===== config.mk =====
export PLATFORM = sky130hd
export DESIGN_NAME = multicycle_ctrl_fsm_flat
export DESIGN_NICKNAME = d
export VERILOG_FILES = /design/src/rtl/cpu_ctrl_pkg.sv /design/src/rtl/multicycle_ctrl_fsm_if.sv /design/src/rtl/multicycle_ctrl_fsm_alu_decoder.sv /design/src/rtl/multicycle_ctrl_fsm.sv /design/src/flat_wrapper.sv
export SDC_FILE = /design/constraint.sdc
export NUM_CORES = 1
export LEC_CHECK = 0
export BUFFER_PORTS_ARGS = -buffer_cell sky130_fd_sc_hd__buf_4
export CAP_MARGIN = 15
export CORE_MARGIN = 3
export CORE_UTILIZATION = 40
export DETAILED_ROUTE_END_ITERATION = 16
export GPL_ROUTABILITY_DRIVEN = 0
export GPL_TIMING_DRIVEN = 0
export PLACE_DENSITY = 0.73
export SLEW_MARGIN = 10
export SYNTH_ARGS = -nofsm -noshare
export SYNTH_HDL_FRONTEND = slang
export SYNTH_SLANG_ARGS = --single-unit

===== constraint.sdc =====
create_clock -name clk -period 2.4 [get_ports clk]
set_input_delay 0.12 -clock clk [delete_from_list [all_inputs] [get_ports clk]]
set_output_delay 0.12 -clock clk [all_outputs]
set_load 0.01 [all_outputs]

===== src/rtl/cpu_ctrl_pkg.sv =====
// Shared types and encodings for the multicycle ARM control unit:
// FSM states, instruction-field constants, ALU codes and control-select values.
package cpu_ctrl_pkg;

    typedef enum logic [3:0] {
        FETCH  = 4'd0,
        DECODE = 4'd1,
        MEMADR = 4'd2,
        MEMRD  = 4'd3,
        MEMWB  = 4'd4,
        MEMWR  = 4'd5,
        EXECR  = 4'd6,
        EXECI  = 4'd7,
        ALUWB  = 4'd8,
        BRANCH = 4'd9
    } state_t;

    localparam logic [1:0] OP_DP  = 2'b00;
    localparam logic [1:0] OP_MEM = 2'b01;
    localparam logic [1:0] OP_BR  = 2'b10;

    localparam logic [3:0] CMD_AND = 4'b0000;
    localparam logic [3:0] CMD_EOR = 4'b0001;
    localparam logic [3:0] CMD_SUB = 4'b0010;
    localparam logic [3:0] CMD_ADD = 4'b0100;
    localparam logic [3:0] CMD_TST = 4'b1000;
    localparam logic [3:0] CMD_TEQ = 4'b1001;
    localparam logic [3:0] CMD_CMP = 4'b1010;
    localparam logic [3:0] CMD_CMN = 4'b1011;
    localparam logic [3:0] CMD_ORR = 4'b1100;
    localparam logic [3:0] CMD_MOV = 4'b1101;

    localparam int ALU_CODE_W = 3;
    localparam logic [ALU_CODE_W-1:0] ALU_ADD = 3'd0;
    localparam logic [ALU_CODE_W-1:0] ALU_SUB = 3'd1;
    localparam logic [ALU_CODE_W-1:0] ALU_AND = 3'd2;
    localparam logic [ALU_CODE_W-1:0] ALU_ORR = 3'd3;
    localparam logic [ALU_CODE_W-1:0] ALU_EOR = 3'd4;
    localparam logic [ALU_CODE_W-1:0] ALU_MOV = 3'd5;

    localparam logic [1:0] FLAGS_NONE = 2'b00;
    localparam logic [1:0] FLAGS_NZ   = 2'b01;
    localparam logic [1:0] FLAGS_NZCV = 2'b11;

    localparam logic [1:0] SRCB_RM   = 2'b00;
    localparam logic [1:0] SRCB_IMM  = 2'b01;
    localparam logic [1:0] SRCB_FOUR = 2'b10;

    localparam logic [1:0] RES_ALUOUT = 2'b00;
    localparam logic [1:0] RES_RDATA  = 2'b01;
    localparam logic [1:0] RES_ALU    = 2'b10;

    // Compare-style commands update flags only; CondLogic suppresses their Rd write.
    function automatic logic is_compare(input logic [3:0] cmd);
        return (cmd == CMD_CMP) || (cmd == CMD_CMN) ||
               (cmd == CMD_TST) || (cmd == CMD_TEQ);
    endfunction

endpackage


===== src/rtl/multicycle_ctrl_fsm_if.sv =====
// Control-unit bundle: instruction fields and memory handshake in,
// write requests, datapath selects and ALU control out.
interface multicycle_ctrl_fsm_if #(
    parameter int ALU_CTRL_W = 3
);
    logic [1:0]            op;
    logic [5:0]            funct;
    logic [3:0]            rd;
    logic                  mem_ready;

    logic                  ir_write;
    logic                  next_pc;
    logic                  pcs;
    logic                  reg_w3;
    logic                  reg_w1;
    logic                  mem_w;
    logic                  no_write;
    logic [1:0]            flag_w;
    logic                  adr_src;
    logic                  alu_src_a;
    logic [1:0]            alu_src_b;
    logic [1:0]            result_src;
    logic [ALU_CTRL_W-1:0] alu_control;
    logic [3:0]            state_o;

    modport master (
        input  op, funct, rd, mem_ready,
        output ir_write, next_pc, pcs, reg_w3, reg_w1, mem_w, no_write, flag_w,
               adr_src, alu_src_a, alu_src_b, result_src, alu_control, state_o
    );

    modport slave (
        output op, funct, rd, mem_ready,
        input  ir_write, next_pc, pcs, reg_w3, reg_w1, mem_w, no_write, flag_w,
               adr_src, alu_src_a, alu_src_b, result_src, alu_control, state_o
    );

endinterface


===== src/rtl/multicycle_ctrl_fsm_alu_decoder.sv =====
// Data-processing command decode: ALU operation, flag-write class and
// compare-only indication. Idle (ADD, no flags) when alu_op is low.
module alu_decoder
    import cpu_ctrl_pkg::*;
#(
    parameter int ALU_CTRL_W = 3
) (
    input  logic [3:0]            cmd,
    input  logic                  s,
    input  logic                  alu_op,
    output logic [ALU_CTRL_W-1:0] alu_control,
    output logic [1:0]            flag_w,
    output logic                  no_write
);

    logic [ALU_CODE_W-1:0] op_code;
    logic                  arith;
    logic                  logical;

    // NOTE: every output of a combinational block gets a default first, so no path leaves it unassigned and no latch is inferred.
    always_comb begin
        op_code  = ALU_ADD;
        arith    = 1'b0;
        logical  = 1'b0;
        no_write = 1'b0;
        if (alu_op) begin
            case (cmd)
                CMD_ADD: begin op_code = ALU_ADD; arith   = 1'b1; end
                CMD_SUB: begin op_code = ALU_SUB; arith   = 1'b1; end
                CMD_CMP: begin op_code = ALU_SUB; arith   = 1'b1; end
                CMD_CMN: begin op_code = ALU_ADD; arith   = 1'b1; end
                CMD_AND: begin op_code = ALU_AND; logical = 1'b1; end
                CMD_TST: begin op_code = ALU_AND; logical = 1'b1; end
                CMD_ORR: begin op_code = ALU_ORR; logical = 1'b1; end
                CMD_EOR: begin op_code = ALU_EOR; logical = 1'b1; end
                CMD_TEQ: begin op_code = ALU_EOR; logical = 1'b1; end
                CMD_MOV: begin op_code = ALU_MOV; logical = 1'b1; end
                default: ;
            endcase
            no_write = is_compare(cmd);
        end
    end

    always_comb begin
        flag_w = FLAGS_NONE;
        if (s && arith)
            flag_w = FLAGS_NZCV;
        else if (s && logical)
            flag_w = FLAGS_NZ;
    end

    assign alu_control = ALU_CTRL_W'(op_code);

endmodule


===== src/rtl/multicycle_ctrl_fsm.sv =====
// Multicycle ARM main controller: sequences fetch/decode/execute/writeback and
// issues the unconditional write requests that CondLogic qualifies.
module multicycle_ctrl_fsm
    import cpu_ctrl_pkg::*;
#(
    parameter int ALU_CTRL_W = 3
) (
    input  logic                  clk,
    input  logic                  reset,
    multicycle_ctrl_fsm_if.master bus
);

    state_t                state;
    state_t                state_next;

    logic                  p_bit;
    logic                  u_bit;
    logic                  w_bit;
    logic                  l_bit;
    logic                  rd_is_pc;

    logic                  alu_op;
    logic [ALU_CTRL_W-1:0] dec_alu_control;
    logic [1:0]            dec_flag_w;
    logic                  dec_no_write;

    logic                  ir_write_c;
    logic                  next_pc_c;
    logic                  pcs_c;
    logic                  reg_w3_c;
    logic                  reg_w1_c;
    logic                  mem_w_c;
    logic                  adr_src_c;
    logic                  alu_src_a_c;
    logic [1:0]            alu_src_b_c;
    logic [1:0]            result_src_c;
    logic [ALU_CTRL_W-1:0] alu_control_c;

    assign p_bit    = bus.funct[4];
    assign u_bit    = bus.funct[3];
    assign w_bit    = bus.funct[1];
    assign l_bit    = bus.funct[0];
    assign rd_is_pc = (bus.rd == 4'hF);

    assign alu_op = (state == EXECR) || (state == EXECI) || (state == ALUWB);

    alu_decoder #(
        .ALU_CTRL_W (ALU_CTRL_W)
    ) u_alu_decoder (
        .cmd         (bus.funct[4:1]),
        .s           (bus.funct[0]),
        .alu_op      (alu_op),
        .alu_control (dec_alu_control),
        .flag_w      (dec_flag_w),
        .no_write    (dec_no_write)
    );

    // NOTE: sequential state uses non-blocking assignments so every register samples pre-edge values.
    always_ff @(posedge clk or negedge reset) begin
        if (!reset)
            state <= FETCH;
        else
            state <= state_next;
    end

    always_comb begin
        state_next = FETCH;
        case (state)
            FETCH:  state_next = bus.mem_ready ? DECODE : FETCH;
            DECODE: begin
                case (bus.op)
                    OP_DP:   state_next = bus.funct[5] ? EXECI : EXECR;
                    OP_MEM:  state_next = MEMADR;
                    OP_BR:   state_next = BRANCH;
                    default: state_next = FETCH;
                endcase
            end
            MEMADR: state_next = l_bit ? MEMRD : MEMWR;
            MEMRD:  state_next = bus.mem_ready ? MEMWB : MEMRD;
            MEMWB:  state_next = FETCH;
            MEMWR:  state_next = bus.mem_ready ? FETCH : MEMWR;
            EXECR:  state_next = ALUWB;
            EXECI:  state_next = ALUWB;
            ALUWB:  state_next = FETCH;
            BRANCH: state_next = FETCH;
            default: state_next = FETCH;
        endcase
    end

    // Selects default to the FETCH/DECODE PC+4 path; each state overrides what it needs.
    always_comb begin
        ir_write_c    = 1'b0;
        next_pc_c     = 1'b0;
        pcs_c         = 1'b0;
        reg_w3_c      = 1'b0;
        reg_w1_c      = 1'b0;
        mem_w_c       = 1'b0;
        adr_src_c     = 1'b0;
        alu_src_a_c   = 1'b1;
        alu_src_b_c   = SRCB_FOUR;
        result_src_c  = RES_ALU;
        alu_control_c = ALU_CTRL_W'(ALU_ADD);
        case (state)
            FETCH: begin
                ir_write_c = bus.mem_ready;
                next_pc_c  = bus.mem_ready;
            end
            DECODE: ;
            MEMADR: begin
                alu_src_a_c   = 1'b0;
                alu_src_b_c   = SRCB_IMM;
                alu_control_c = u_bit ? ALU_CTRL_W'(ALU_ADD) : ALU_CTRL_W'(ALU_SUB);
                reg_w1_c      = w_bit | ~p_bit;
            end
            MEMRD: adr_src_c = 1'b1;
            MEMWB: begin
                result_src_c = RES_RDATA;
                reg_w3_c     = 1'b1;
                pcs_c        = rd_is_pc;
            end
            MEMWR: begin
                adr_src_c = 1'b1;
                mem_w_c   = 1'b1;
            end
            EXECR: begin
                alu_src_a_c   = 1'b0;
                alu_src_b_c   = SRCB_RM;
                alu_control_c = dec_alu_control;
            end
            EXECI: begin
                alu_src_a_c   = 1'b0;
                alu_src_b_c   = SRCB_IMM;
                alu_control_c = dec_alu_control;
            end
            ALUWB: begin
                result_src_c  = RES_ALUOUT;
                reg_w3_c      = 1'b1;
                pcs_c         = rd_is_pc;
                alu_control_c = dec_alu_control;
            end
            BRANCH: begin
                alu_src_a_c = 1'b0;
                alu_src_b_c = SRCB_IMM;
                pcs_c       = 1'b1;
            end
            default: ;
        endcase
    end

    // Strobes are gated by reset directly: FETCH with mem_ready high must not
    // fire ir_write/next_pc while reset is still asserted.
    assign bus.ir_write = reset & ir_write_c;
    assign bus.next_pc  = reset & next_pc_c;
    assign bus.pcs      = reset & pcs_c;
    assign bus.reg_w3   = reset & reg_w3_c;
    assign bus.reg_w1   = reset & reg_w1_c;
    assign bus.mem_w    = reset & mem_w_c;
    assign bus.flag_w   = (reset && state == ALUWB) ? dec_flag_w : FLAGS_NONE;
    assign bus.no_write = reset & dec_no_write & (state == ALUWB);

    assign bus.adr_src     = adr_src_c;
    assign bus.alu_src_a   = alu_src_a_c;
    assign bus.alu_src_b   = alu_src_b_c;
    assign bus.result_src  = result_src_c;
    assign bus.alu_control = alu_control_c;
    assign bus.state_o     = state;

endmodule


===== src/flat_wrapper.sv =====
// flat-port wrapper written by rule: the top's interface ports become plain ports
module multicycle_ctrl_fsm_flat import cpu_ctrl_pkg::*;
#(
    parameter int ALU_CTRL_W = 3
)
  (clk, reset, bus_op, bus_funct, bus_rd, bus_mem_ready, bus_ir_write, bus_next_pc, bus_pcs, bus_reg_w3, bus_reg_w1, bus_mem_w, bus_no_write, bus_flag_w, bus_adr_src, bus_alu_src_a, bus_alu_src_b, bus_result_src, bus_alu_control, bus_state_o);
  multicycle_ctrl_fsm_if #(.ALU_CTRL_W(ALU_CTRL_W)) bus_i ();
  input  logic clk;
  input  logic reset;
  input wire logic [$bits(bus_i.op)-1:0] bus_op;
  input wire logic [$bits(bus_i.funct)-1:0] bus_funct;
  input wire logic [$bits(bus_i.rd)-1:0] bus_rd;
  input wire logic [$bits(bus_i.mem_ready)-1:0] bus_mem_ready;
  output wire logic [$bits(bus_i.ir_write)-1:0] bus_ir_write;
  output wire logic [$bits(bus_i.next_pc)-1:0] bus_next_pc;
  output wire logic [$bits(bus_i.pcs)-1:0] bus_pcs;
  output wire logic [$bits(bus_i.reg_w3)-1:0] bus_reg_w3;
  output wire logic [$bits(bus_i.reg_w1)-1:0] bus_reg_w1;
  output wire logic [$bits(bus_i.mem_w)-1:0] bus_mem_w;
  output wire logic [$bits(bus_i.no_write)-1:0] bus_no_write;
  output wire logic [$bits(bus_i.flag_w)-1:0] bus_flag_w;
  output wire logic [$bits(bus_i.adr_src)-1:0] bus_adr_src;
  output wire logic [$bits(bus_i.alu_src_a)-1:0] bus_alu_src_a;
  output wire logic [$bits(bus_i.alu_src_b)-1:0] bus_alu_src_b;
  output wire logic [$bits(bus_i.result_src)-1:0] bus_result_src;
  output wire logic [$bits(bus_i.alu_control)-1:0] bus_alu_control;
  output wire logic [$bits(bus_i.state_o)-1:0] bus_state_o;
  assign bus_i.op = bus_op;
  assign bus_i.funct = bus_funct;
  assign bus_i.rd = bus_rd;
  assign bus_i.mem_ready = bus_mem_ready;
  assign bus_ir_write = bus_i.ir_write;
  assign bus_next_pc = bus_i.next_pc;
  assign bus_pcs = bus_i.pcs;
  assign bus_reg_w3 = bus_i.reg_w3;
  assign bus_reg_w1 = bus_i.reg_w1;
  assign bus_mem_w = bus_i.mem_w;
  assign bus_no_write = bus_i.no_write;
  assign bus_flag_w = bus_i.flag_w;
  assign bus_adr_src = bus_i.adr_src;
  assign bus_alu_src_a = bus_i.alu_src_a;
  assign bus_alu_src_b = bus_i.alu_src_b;
  assign bus_result_src = bus_i.result_src;
  assign bus_alu_control = bus_i.alu_control;
  assign bus_state_o = bus_i.state_o;
  multicycle_ctrl_fsm #(.ALU_CTRL_W(ALU_CTRL_W)) u_core (.clk(clk), .reset(reset), .bus(bus_i));
endmodule

==> results by group, run 1 <==
Run status
  • Result of the run: finished, final reports clean

Floorplan
  • Chip Height: 46.9 um
  • Site row count: 14
  • Core Area: 1540 um^2
  • Number of I/O pins: 37
  • Die span in x: 46.9 um
  • Die Outline Area: 2200 um^2
  • Starting utilization of the core area: 43.4%

Clocking
  • Longest Clk Path Bufs: 2
  • CTS root buffer: clkbuf_4
  • Count of buffers added by post-CTS timing repair for setup: 0
  • Clock sink total: 4
  • Clock Pin Slew Worst Setup and Hold Paths: 0.04 ns
  • CTS Buf Count: 3
  • CTS tree: built
  • Hold buffers post-CTS: 1
  • Total of cells resized after clock tree synthesis: 0
  • Clock network latency to the later pin of the worst-skew pair: 0.23 ns
  • H-tree levels: 1

Critical path
  • Critical register-to-register path endpoint: u_core.bus.state_o[2]$_DFF_PN0_
  • Arrival time worst endpoint: 1.75 ns
  • Req. time, crit path: 2.28 ns
  • Maximum fanout count along the critical path: 10
  • Slack of the worst reg-to-reg path: 1.14 ns
  • Setup crit end kind: output pin
  • Worst R2R Start: u_core.bus.state_o[1]$_DFF_PN0_
  • Setup Crit Path Kind: flip-flop to output pin
  • Worst r2r path cells: 5
  • Nature of the critical path startpoint: flip-flop

GRT
  • Total Routing Usage GR: 19.2%
  • Vias in the first global route: 697
  • Maximum number of pins on one net before global-route repair: 11
  • GR Overflow Total: 0
  • Antenna violations before repair: 0
  • Global-route wire length before repair: 3060 um

Detailed routing
  • WL met1: 668 um
  • Routed wirelength normalized by instance count: 13.6 um
  • Detail Route Antenna Nets: 0
  • Remaining routing DRC violations: 0
  • Highest routing layer actually used: met3
  • Final wirelength: 1870 um
  • Number of DRC violations after detailed-routing iteration 0: 11
  • Met2 routed wirelength: 1060 um
  • Mean number of vias per cell: 5.49
  • Vias after detailed routing: 752
  • Routed length on met3: 134 um
  • Count of TritonRoute iterations in the first routing pass: 4

Run
  • Number of max-cap violations: 0

STA
  • Final hold violation count: 0
  • Total negative slack for setup checks: 0 ns
  • Post-route fraction of the period consumed by the critical path: 78.1%
  • Worst hold margin: 0.180 ns
  • Tightest Pin Transition: 0.539 ns
  • Slew headroom: 63.5%
  • Fin. max-slew vios: 0
  • Final Skew: 0.00407 ns
  • Setup repair after global routing missed its margin: false
  • Final count of negative-setup-slack endpoints: 0
  • Highest clock rate: 534 MHz
  • Setup ws final: 0.526 ns
  • Min cycle time layout: 1.87 ns

Cells and area
  • Number of antenna repair diodes: 0
  • Fraction of final layout cells with drive strength greater than 1: 43.8%
  • Fill cell instance count of the final layout: 150
  • Area grow syn2layout: 48.2%
  • Finished Layout Cells: 137
  • Net count of the finished layout: 138
  • Flip-flop count of the largest register, all copies and words added: 4

Logic synthesis
  • Synth unique cells: 38
  • Sequential cell area fraction in the yosys report: 15.0%
  • Largest area contributor in the netlist: dfrtp_1
  • Flip-flop cell with the highest count after synthesis: dfrtp_1
  • Share of synthesized flip-flops with an asynchronous set or reset: 100%
  • Number of enable flip-flop cells after synthesis: 0
  • Synthesized instance count: 81
  • Cell Area, Synth: 669 um^2
  • Top area cells in the synthesized netlist: dfrtp_1, buf_6, nor3b_1, nor2b_1, a21oi_1
  • Syn_nets: 96
  • Top-area cell type share of the netlist area: 15.0%
  • Synthesized flop and latch total: 4
  • Average footprint of a synthesized cell: 8.26 um^2
  • Synthesis Warnings: 0

Place
  • Port Buf Inserts: 36
  • Detailed-placement wirelength estimate: 1470 um
  • Number of placed cells counting well taps: 133
  • Post-placement setup slack: 0.736 ns

Worst hold path
  • Worst hold endpoint: u_core.bus.state_o[3]$_DFF_PN0_
  • Instance count along the most critical hold path: 3
  • Worst Min Path Start: bus_op[1]
  • HP Class: primary input to flip-flop

Power
  • Maximum ir drop on the vdd rail: 680 uV
  • Reported leakage power: 0.466 nW
  • Post-layout total power: 923 uW
  • Power density cells: 931 nW/um^2
-- through the flow --
| step | instance area [um^2] | util, % |
|---|---|---|
| after global routing | 992 | 64.4 |
| after floorplan | 669 | - |
| after global placement | 960 | 62.3 |
| after detailed placement | 960 | 62.3 |
| final | 992 | 64.4 |
| after CTS | 992 | 64.4 |
-- worst max-delay path, stage by stage, from the launching register on --
cell	delay, ns
dfrtp_1	0.42
buf_6	0.16
nor2_1	0.14
nand2_1	0.12
nor4b_1	0.39
buf_4	0.18
buf_4	0.11
-- cells in the mapped netlist (3+ instances only) --
cell	instances
o21ai_0	4
nor2b_1	7
buf_6	4
o21bai_1	3
nand2b_1	4
nor3b_1	6
a21oi_1	6
nor4b_1	3
nor2_1	4
dfrtp_1	4
-- final cells by class --
| cell class | instances | area (um^2) | share of cell area, % |
|---|---|---|---|
| Tap cell | 16 | 20.0 | 2.02 |
| Clock buffer | 3 | 22.5 | 2.27 |
| Timing Repair Buffer | 37 | 280 | 28.2 |
| Multi-Input combinational cell | 67 | 492 | 49.6 |
| Inverter | 2 | 7.51 | 0.757 |
| Buffer | 8 | 70.1 | 7.06 |
| Sequential cell | 4 | 100 | 10.1 |
-- metal layers --
metal | global-route usage [%] | vias to the layer above
met4 | 1.66 | 0
met3 | 4.60 | 0
li1 | - | 382
met1 | 21.8 | 348
met5 | 0 | -
met2 | 37.1 | 22
-- worst max path at each step --
stage	startpoint	to	slack (ns)	cells after the start
4_1_cts	u_core.bus.state_o[1]$_DFF_PN0_	bus_next_pc	0.49	6
2_1_floorplan	u_core.bus.state_o[1]$_DFF_PN0_	bus_next_pc	0.70	5
3_5_place_dp	u_core.bus.state_o[1]$_DFF_PN0_	bus_next_pc	0.74	6
5_1_grt	u_core.bus.state_o[1]$_DFF_PN0_	bus_next_pc	0.35	6
3_3_place_gp	u_core.bus.state_o[1]$_DFF_PN0_	bus_next_pc	0.81	6
6_report	u_core.bus.state_o[1]$_DFF_PN0_	bus_next_pc	0.53	6
-- logic make-up (layout without fill, tap and decap cells) --
| kind of cell | after synthesis | after routing | share of synthesized area [%] |
|---|---|---|---|
| AND/OR/NAND/NOR | 43 | 43 | 49.2 |
| AO/OA/AOI/OAI | 21 | 21 | 20.0 |
| buffers and inverters | 10 | 50 | 11.6 |
| flip-flops | 4 | 4 | 15.0 |
| adder cells (fa/ha/maj) | 1 | 1 | 1.50 |
| XOR/XNOR | 1 | 1 | 1.31 |
| multiplexers | 1 | 1 | 1.50 |
-- where the power goes --
part	switching (mW)	total [mW]	internal (mW)	leakage (nW)
combinational	0.355	0.719	0.364	0.400
clock	0.0248	0.0805	0.0557	0.0138
sequential	0.0285	0.124	0.0953	0.0525
total	0.409	0.923	0.515	0.466
-- cells in the final DEF (no fill, tap or decap), types with 2 or more instances in the layout --
master    count
o21bai_1      3
nor2b_1       7
nand2_1       2
clkbuf_4      3
a21oi_1       6
and3b_1       2
nand2b_1      4
nor3_1        2
nor4b_1       3
nor4b_2       2
nor2_1        4
buf_2         2
inv_1         2
nor3b_1       6
a21o_1        2
dfrtp_1       4
buf_4        38
o21ai_0       4
buf_6         4
Note: power is estimated with default switching activity, not from simulation.
==> run 2, diff against run 1 <==
CORE_UTILIZATION = 39   (was 40)
PLACE_DENSITY = 0.74   (was 0.73)
clock period = 1.7 ns   (was 2.4 ns; I/O delays follow)
==> run 2 against run 1 <==
  * Routed wire length is 1.7% lower
  * Power up 50%
  * Clock power rose by 45%
  * Via count is 1.3% higher
  * Largest cell class unchanged
  * Largest power group unchanged
==> results by group, run 2 (synthesis gave the netlist of run 1 again) <==
Worst hold path
  • HP Class: primary input to flip-flop

Clocking
  • Clock sink total: 4
  • Clock Pin Slew Worst Setup and Hold Paths: 0.04 ns
  • Longest Clk Path Bufs: 2
  • Clock network latency to the later pin of the worst-skew pair: 0.24 ns
  • CTS Buf Count: 3
  • CTS tree: built
  • CTS root buffer: clkbuf_4
  • H-tree levels: 1

Detailed routing
  • Detail Route Antenna Nets: 0
  • Remaining routing DRC violations: 0
  • Number of DRC violations after detailed-routing iteration 0: 6
  • Mean number of vias per cell: 5.52
  • Routed wirelength normalized by instance count: 13.3 um
  • Vias after detailed routing: 762
  • Count of TritonRoute iterations in the first routing pass: 2
  • Final wirelength: 1830 um

Critical path
  • Nature of the critical path startpoint: flip-flop
  • Setup crit end kind: output pin
  • Arrival time worst endpoint: 1.58 ns
  • Req. time, crit path: 1.62 ns
  • Maximum fanout count along the critical path: 7
  • Setup Crit Path Kind: flip-flop to output pin

Power
  • Power density cells: 1330 nW/um^2
  • Maximum ir drop on the vdd rail: 1020 uV
  • Reported leakage power: 0.477 nW

Cells and area
  • Net count of the finished layout: 139
  • Highest-count cells in the layout ignoring fill and taps: buf_4, nor3b_1, a21oi_1, nor2b_1
  • Flip-flop count of the largest register, all copies and words added: 4
  • Area grow syn2layout: 55.1%
  • Number of antenna repair diodes: 0
  • Fraction of final layout cells with drive strength greater than 1: 50.0%
  • Most frequent standard cell in the layout excluding fill and tap cells: buf_4
  • Share of the core filled with cells: 66.6%

Run
  • Number of max-cap violations: 0

STA
  • Slew headroom: 75.7%
  • Min cycle time layout: 1.66 ns
  • Setup repair after global routing missed its margin: true
  • Final Skew: 0.00905 ns
  • Tightest Pin Transition: 0.364 ns
  • Final hold violation count: 0
  • Post-route fraction of the period consumed by the critical path: 97.9%
  • Highest clock rate: 601 MHz
  • Fin. max-slew vios: 0
  • Final count of negative-setup-slack endpoints: 0
  • Total negative slack for setup checks: 0 ns

GRT
  • Total Routing Usage GR: 17.3%
  • Vias in the first global route: 660
  • Maximum number of pins on one net before global-route repair: 11
  • GR Overflow Total: 0
  • Antenna violations before repair: 0
  • Global-route wire length before repair: 2820 um

Place
  • Port Buf Inserts: 36
  • Detailed-placement wirelength estimate: 1400 um

Floorplan
  • Starting utilization of the core area: 42.9%
  • Chip Height: 47.4 um
  • Core Area: 1560 um^2
  • Die span in x: 47.4 um
  • Number of I/O pins: 37
  • Site row count: 14
  • Die Outline Area: 2250 um^2

Run status
  • Result of the run: finished, final reports clean
[run 2: changes by cell type in the layout (fill, tap and decap cells not counted), sizes merged]
cell / previous run / this run
clkbuf: 3 / 4
[run 2: routing by layer]
| metal | track usage, % | up-vias | share of wire [%] |
|---|---|---|---|
| li1 | - | 386 | - |
| met1 | 21.6 | 351 | 43 |
| met2 | 29.9 | 25 | 49 |
| met3 | 5.64 | 0 | 7.6 |
| met4 | 1.66 | 0 | 0 |
| met5 | 0 | - | 0 |
[run 2: area by class of cell]
| class | count | area (um^2) |
|---|---|---|
| multi-input cells | 67 | 526 |
| fillers | 144 | 520 |
| repair buffers | 38 | 288 |
| flip-flops and latches | 4 | 103 |
| plain buffers | 8 | 72.6 |
| clock buffers | 3 | 22.5 |
| well taps | 16 | 20.0 |
| inverters | 2 | 7.51 |
[run 2: path summary, 6_finish.rpt]
path	from	slack, ns	depth (start not counted)	to
max in group asynchronous	reset	1.36	2	u_core.bus.state_o[1]$_DFF_PN0_
setup / recovery	u_core.bus.state_o[0]$_DFF_PN0_	0.04	5	bus_alu_control[2]
hold / removal	bus_op[1]	0.12	3	u_core.bus.state_o[3]$_DFF_PN0_
hold reg to reg	u_core.bus.state_o[3]$_DFF_PN0_	0.75	2	u_core.bus.state_o[3]$_DFF_PN0_
setup reg to reg	u_core.bus.state_o[1]$_DFF_PN0_	0.38	5	u_core.bus.state_o[1]$_DFF_PN0_
min in group asynchronous	reset	0.20	2	u_core.bus.state_o[3]$_DFF_PN0_
[run 2: worst max-delay path, stage by stage (launching register included)]
cell     delay, ns
dfrtp_1       0.37
buf_6         0.14
nor4b_4       0.33
nor2_2        0.08
nor4b_2       0.26
buf_4         0.16
[run 2: repair_timing]
action / 4_1_cts / 5_1_grt
cloned: 0 / 0
setup endpoints to repair: 4 / 6
endpoints found under the hold margin: 4 / 0
hold buffers: 1 / 0
gates resized for setup: 2 / 8
pin swaps: 0 / 1
setup buffers: 0 / 1
[run 2: per-stage QoR]
step	worst slack (ns)	hold WS (ns)	instance area (um^2)	power (mW)	std cells
CTS	-0.0262	0.122	1000	1.32	137
detailed placement	0.121	-0.0958	960	1.18	133
finish	0.0359	0.125	1040	1.39	138
global route	-0.0501	0.127	1040	1.51	138
global placement	0.147	-0.0962	960	1.18	133
floorplan	0.0391	-0.211	669	0.838	81
[run 2: power breakdown]
group	switching (mW)	internal, mW	total [mW]
Clock	0.0379	0.0788	0.117
Sequential	0.0449	0.138	0.183
Combinational	0.530	0.555	1.09
Total	0.613	0.772	1.39
